$ cat src/rtl/logo_motion_if.sv
// logo_motion_if: bundles the scanline input, motion controls and logo position/status outputs
// master drives vpos/pause/speed and observes the logo state; slave is the motion controller.
interface logo_motion_if;
  logic [9:0] vpos;
  logic       pause;
  logic [1:0] speed;
  logic [9:0] logo_left;
  logic [9:0] logo_top;
  logic       dir_x;
  logic       dir_y;
  logic [2:0] color_index;
  logic       bounce;
  logic       corner;
  logic       busy;
  modport master (
    output vpos, pause, speed,
    input  logo_left, logo_top, dir_x, dir_y, color_index, bounce, corner, busy
  );
  modport slave (
    input  vpos, pause, speed,
    output logo_left, logo_top, dir_x, dir_y, color_index, bounce, corner, busy
  );
endinterface

$ cat src/rtl/logo_motion_ctrl.sv
// logo_motion_ctrl: once per frame moves a bouncing logo one X step then one Y step, counting wall hits
// Ports: clk pixel clock; rst_n async active-low reset; bus (slave) carries vpos/pause/speed in,
// logo_left/logo_top/dir_x/dir_y/color_index/bounce/corner/busy out.
module logo_motion_ctrl #(
  parameter int LOGO_SIZE      = 128,
  parameter int DISPLAY_WIDTH  = 640,
  parameter int DISPLAY_HEIGHT = 480,
  parameter int START_X        = 200,
  parameter int START_Y        = 200
) (
  input  logic          clk,
  input  logic          rst_n,
  logo_motion_if.slave  bus
);
  localparam logic [10:0] X_LIM = 11'(DISPLAY_WIDTH - LOGO_SIZE);
  localparam logic [10:0] Y_LIM = 11'(DISPLAY_HEIGHT - LOGO_SIZE);
  typedef enum logic [1:0] {IDLE, MOVE_X, MOVE_Y, DONE} state_t;
  state_t      state_q, state_d;
  logic [9:0]  prev_vpos_q;
  logic [9:0]  left_q, left_d, top_q, top_d;
  logic        dir_x_q, dir_x_d, dir_y_q, dir_y_d;
  logic        hit_x_q, hit_x_d, hit_y_q, hit_y_d;
  logic [2:0]  color_q, color_d, step_q, step_d;
  logic        frame_tick, x_wall, y_wall;
  logic [10:0] x_sum, y_sum;
  logic [9:0]  x_next, y_next;
  assign frame_tick = bus.vpos == 10'd0 && prev_vpos_q != 10'd0;
  // Wall tests run in 11 bits so left+step can never wrap past the limit.
  assign x_sum  = {1'b0, left_q} + {8'b0, step_q};
  assign y_sum  = {1'b0, top_q} + {8'b0, step_q};
  assign x_wall = dir_x_q ? x_sum >= X_LIM : {1'b0, left_q} <= {8'b0, step_q};
  assign y_wall = dir_y_q ? y_sum >= Y_LIM : {1'b0, top_q} <= {8'b0, step_q};
  assign x_next = dir_x_q ? left_q + {7'b0, step_q} : left_q - {7'b0, step_q};
  assign y_next = dir_y_q ? top_q + {7'b0, step_q} : top_q - {7'b0, step_q};
  always_comb begin
    state_d = state_q;
    left_d  = left_q;
    top_d   = top_q;
    dir_x_d = dir_x_q;
    dir_y_d = dir_y_q;
    hit_x_d = hit_x_q;
    hit_y_d = hit_y_q;
    color_d = color_q;
    step_d  = step_q;
    case (state_q)
      IDLE: if (frame_tick && !bus.pause) begin
        state_d = MOVE_X;
        step_d  = {1'b0, bus.speed} + 3'd1;
      end
      MOVE_X: begin
        state_d = MOVE_Y;
        left_d  = x_wall ? (dir_x_q ? X_LIM[9:0] : 10'd0) : x_next;
        dir_x_d = dir_x_q ^ x_wall;
        hit_x_d = x_wall;
      end
      MOVE_Y: begin
        state_d = DONE;
        top_d   = y_wall ? (dir_y_q ? Y_LIM[9:0] : 10'd0) : y_next;
        dir_y_d = dir_y_q ^ y_wall;
        hit_y_d = y_wall;
      end
      DONE: begin
        state_d = IDLE;
        color_d = color_q + {2'b0, hit_x_q | hit_y_q};
        hit_x_d = 1'b0;
        hit_y_d = 1'b0;
      end
      default: state_d = IDLE;
    endcase
  end
  always_ff @(posedge clk or negedge rst_n) begin
    if (!rst_n) begin
      state_q     <= IDLE;
      prev_vpos_q <= '0;
      left_q      <= 10'(START_X);
      top_q       <= 10'(START_Y);
      dir_x_q     <= 1'b1;
      dir_y_q     <= 1'b0;
      hit_x_q     <= 1'b0;
      hit_y_q     <= 1'b0;
      color_q     <= '0;
      step_q      <= 3'd1;
    end else begin
      state_q     <= state_d;
      prev_vpos_q <= bus.vpos;
      left_q      <= left_d;
      top_q       <= top_d;
      dir_x_q     <= dir_x_d;
      dir_y_q     <= dir_y_d;
      hit_x_q     <= hit_x_d;
      hit_y_q     <= hit_y_d;
      color_q     <= color_d;
      step_q      <= step_d;
    end
  end
  assign bus.logo_left   = left_q;
  assign bus.logo_top    = top_q;
  assign bus.dir_x       = dir_x_q;
  assign bus.dir_y       = dir_y_q;
  assign bus.color_index = color_q;
  assign bus.busy        = state_q != IDLE;
  assign bus.bounce      = state_q == DONE && (hit_x_q || hit_y_q);
  assign bus.corner      = state_q == DONE && hit_x_q && hit_y_q;
endmodule

$ cat src/flat_wrapper.sv
// flat-port wrapper written by rule: the top's interface ports become plain ports
module logo_motion_ctrl_flat 
#(
  parameter int LOGO_SIZE      = 128,
  parameter int DISPLAY_WIDTH  = 640,
  parameter int DISPLAY_HEIGHT = 480,
  parameter int START_X        = 200,
  parameter int START_Y        = 200
)
  (clk, rst_n, bus_vpos, bus_pause, bus_speed, bus_logo_left, bus_logo_top, bus_dir_x, bus_dir_y, bus_color_index, bus_bounce, bus_corner, bus_busy);
  logo_motion_if bus_i ();
  input  logic clk;
  input  logic rst_n;
  input wire logic [$bits(bus_i.vpos)-1:0] bus_vpos;
  input wire logic [$bits(bus_i.pause)-1:0] bus_pause;
  input wire logic [$bits(bus_i.speed)-1:0] bus_speed;
  output wire logic [$bits(bus_i.logo_left)-1:0] bus_logo_left;
  output wire logic [$bits(bus_i.logo_top)-1:0] bus_logo_top;
  output wire logic [$bits(bus_i.dir_x)-1:0] bus_dir_x;
  output wire logic [$bits(bus_i.dir_y)-1:0] bus_dir_y;
  output wire logic [$bits(bus_i.color_index)-1:0] bus_color_index;
  output wire logic [$bits(bus_i.bounce)-1:0] bus_bounce;
  output wire logic [$bits(bus_i.corner)-1:0] bus_corner;
  output wire logic [$bits(bus_i.busy)-1:0] bus_busy;
  assign bus_i.vpos = bus_vpos;
  assign bus_i.pause = bus_pause;
  assign bus_i.speed = bus_speed;
  assign bus_logo_left = bus_i.logo_left;
  assign bus_logo_top = bus_i.logo_top;
  assign bus_dir_x = bus_i.dir_x;
  assign bus_dir_y = bus_i.dir_y;
  assign bus_color_index = bus_i.color_index;
  assign bus_bounce = bus_i.bounce;
  assign bus_corner = bus_i.corner;
  assign bus_busy = bus_i.busy;
  logo_motion_ctrl #(.LOGO_SIZE(LOGO_SIZE), .DISPLAY_WIDTH(DISPLAY_WIDTH), .DISPLAY_HEIGHT(DISPLAY_HEIGHT), .START_X(START_X), .START_Y(START_Y)) u_core (.clk(clk), .rst_n(rst_n), .bus(bus_i));
endmodule
$ cat config.mk
export PLATFORM = sky130hd
export DESIGN_NAME = logo_motion_ctrl_flat
export DESIGN_NICKNAME = d
export VERILOG_FILES = /design/src/rtl/logo_motion_if.sv /design/src/rtl/logo_motion_ctrl.sv /design/src/flat_wrapper.sv
export SDC_FILE = /design/constraint.sdc
export NUM_CORES = 1
export LEC_CHECK = 0
export ABC_CLOCK_PERIOD_IN_PS = 3400
export CORE_ASPECT_RATIO = 0.9
export CORE_UTILIZATION = 50
export CTS_CLUSTER_SIZE = 40
export DETAILED_ROUTE_END_ITERATION = 7
export PLACE_DENSITY = 0.83
export SLEW_MARGIN = 40
export SYNTH_ARGS = -nofsm -noshare
export SYNTH_HDL_FRONTEND = slang
export SYNTH_SLANG_ARGS = --single-unit
export TNS_END_PERCENT = 100
$ cat constraint.sdc
create_clock -name clk -period 3.4 [get_ports clk]
set_clock_uncertainty 0.2 [all_clocks]
set_input_delay 0.68 -clock clk [delete_from_list [all_inputs] [get_ports clk]]
set_output_delay 0.68 -clock clk [all_outputs]
set_load 0.02 [all_outputs]
==> results.ini <==
[clock_tree]
clkTransAtPathRegs_ns = 0.09
postCtsHoldBufs = 0
root_buffer = clkbuf_8
cts_made_buffers = 5
clock_path_buffers = 2
h-tree-depth = 2
cts_sinks = 42
cts_tree = done
postCtsSetupBuffers = 0
clock_latency_ns = 0.30

[logic_synthesis]
synth-seq-cells = 42
synth-async-reset-ratio = 1.00
synth_fp_nets = 331
ys.flop_type = dfrtp_1
syn_inst = 292
syn_area_per_cell_sq_um = 9.77
ys_types = 64
synth_warnings = 0
synthesis.area_sq_mm = 0.00285
synth_edf_count = 0
ys_seq_area_frac = 0.372

[sta]
rsz0062_at_grt = no
worst_slack_ns = 0.202
drv_slew = 0
fin_crit_sh = 0.941
fin_crit_ns = 3.20
setup_violations = 0
hold_viol = 0
holdWs_ns = 0.146
worstMarginPinSlew_ns = 0.588
max_freq_mhz = 313
setup_tns_ns = 0
slew_headroom = 0.608

[final_layout]
area_growth_pct = 17.8
most-common-layout-cells = clkdlybuf4s50_1, dfrtp_1, inv_1
drive_gt1_frac = 0.128
fin_cells = 395
fin_area_sq_mm = 0.00336
diodes = 0
final_common_cell = clkdlybuf4s50_1
fillers = 457
final_net_count = 366

[setup_path]
required_ns = 3.37
crit_arrival_ns = 3.17
critPathLaunchType = register
critPathTopFamily = compound AO/OA/AOI/OAI gates
crit_path_end_kind = register
path_class = register to register
critPathMaxStageDelay_ns = 0.45
cpMaxStageDelayCell = dfrtp_1
worstPathCellList = inv_1 -> ha_1 -> or3b_1 -> a311oi_2 -> mux2i_2 -> a21o_1 -> nand2_1 -> o311ai_0
critPathBufInv = 1
cp_max_fo = 7

[global_route]
grt_pass1_wl_um = 10100
antenna_found_initial = 0
gr-total-overflow = 0
globalRouteTotalUtil = 0.221
grt_max_degree = 43
grt_pass1_vias = 2162

[detailed_routing]
wirelength_um = 6090
final_antenna_net_count = 0
avgViaCountPerCell = 5.93
drc = 0
drt_iter0_markers = 237
dr_total_vias = 2342
first_pass_iters = 4
routedWlPerCell_um = 15.4

[run_status]
status = complete, no violations

[hold_path]
hp-class = input pin to asynchronous set/reset pin

[floorplanning]
ios = 43
die_height_um = 73.6
core_area_sq_mm = 0.00538
dieArea_sq_mm = 0.00601
die_x_um = 81.6
initial_core_util = 0.530
rows = 25

[placement]
place_ws_ns = 0.194
hpwl_um = 4440
place_congestion = 0.882
placed_area_sq_mm = 0.00326
port_buffers = 42
dp.cells = 387

[power]
leakage_nw = 1.43
ir_drop_v = 0.000446
p_per_area_mw_per_mm2 = 672

[job]
maxCapViolations = 0

power by group:
group | switching, mW | leakage, nW | internal [mW]
registers | 0.201 | 0.495 | 0.640
logic | 0.588 | 0.896 | 0.494
clock network | 0.187 | 0.0408 | 0.147
worst paths after layout:
check | startpoint | endpoint | slack [ns] | cells after the start
min | rst_n | u_core.bus.color_index[2] | 0.15 | 1
max | u_core.step_q[1] | u_core.bus.logo_left[5] | 0.20 | 8
max in group asynchronous | rst_n | u_core.bus.logo_left[7] | 2.47 | 1
min reg2reg | u_core.bus.color_index[2] | u_core.bus.color_index[2] | 0.29 | 1
max reg2reg | u_core.step_q[1] | u_core.bus.logo_left[5] | 0.20 | 8
min in group clk | u_core.bus.color_index[2] | u_core.bus.color_index[2] | 0.29 | 1
cell usage after synthesis (all sizes together) (2+ instances only):
library cell	count	share of area
fa	4	0.028
nand4	2	0.0044
or3	3	0.0066
and2	3	0.0070
buf	7	0.021
dfrtp	34	0.30
nor2	12	0.016
nand3	16	0.028
o21ai	9	0.017
a22oi	2	0.0053
dfstp	8	0.074
o31ai	2	0.0053
o311ai	5	0.015
a32oi	2	0.0061
a211o	2	0.0061
a21o	6	0.016
a311oi	2	0.011
mux2i	8	0.028
clkbuf	9	0.016
o21bai	2	0.0053
nor4	5	0.011
o31a	2	0.0066
nand3b	2	0.0053
a22o	4	0.012
nand2	19	0.025
ha	20	0.088
nor3	11	0.019
a21oi	14	0.025
xnor2	3	0.0092
o221ai	2	0.0061
xor2	3	0.0092
and3	4	0.0088
or2	3	0.0066
mux2	7	0.028
a31o	2	0.0061
nand2b	4	0.0088
o32ai	5	0.015
o22ai	5	0.011
and4	2	0.0061
inv	21	0.028
and2b	2	0.0057
area by class of cell:
cell class	instances	area, sq um	area share
multi-input cells	213	1610	0.479
well taps	67	83.8	0.0250
clock buffers	5	68.8	0.0205
repair buffers	44	433	0.129
flip-flops and latches	42	1060	0.316
inverters	21	78.8	0.0235
clock inverters	3	23.8	0.00708
cells by family after synthesis:
family | share of synthesized area
DFF | 0.372
buffers and inverters | 0.0645
muxes | 0.0557
AOI/OAI and AO/OA | 0.201
adders and majority gates | 0.116
and+or+nand+nor | 0.172
xor gates and xnor gates | 0.0184
timing repair:
item / in CTS / in global routing
resized for setup: 0 / 1
hold endpoints to repair: 0 / 0
endpoints found under the setup margin: 0 / 2
worst register-to-register path, stage by stage (launching register included):
cell      delay, ns
dfrtp_1        0.45
inv_1          0.22
ha_1           0.30
or3b_1         0.40
a311oi_2       0.39
mux2i_2        0.33
a21o_1         0.27
nand2_1        0.13
o311ai_0       0.38
per-stage QoR:
stage               total power [mW]   util
floorplan                       1.56      -
CTS                             2.26  0.624
finish                          2.26  0.624
global route                    2.43  0.624
detailed placement              1.92  0.607
global placement                1.89  0.606
sequential cells by signal (all words and copies together), names as in the netlist:
register / count
u_core.bus.color_index: 3
u_core.bus.logo_left: 10
u_core.hit_x_q: 1
u_core.bus.dir_y: 1
u_core.hit_y_q: 1
u_core.step_q: 3
u_core.state_q: 2
u_core.bus.logo_top: 10
u_core.prev_vpos_q: 10
u_core.bus.dir_x: 1
metal layers:
| metal | wire length [um] | track usage | vias to the layer above |
|---|---|---|---|
| met3 | 393 | 0.0534 | 4 |
| met2 | 2770 | 0.327 | 80 |
| li1 | - | - | 1145 |
| met1 | 2900 | 0.323 | 1113 |
| met4 | 23 | 0.0565 | 0 |
| met5 | 0 | 0 | - |
Note: power is estimated with default switching activity, not from simulation.
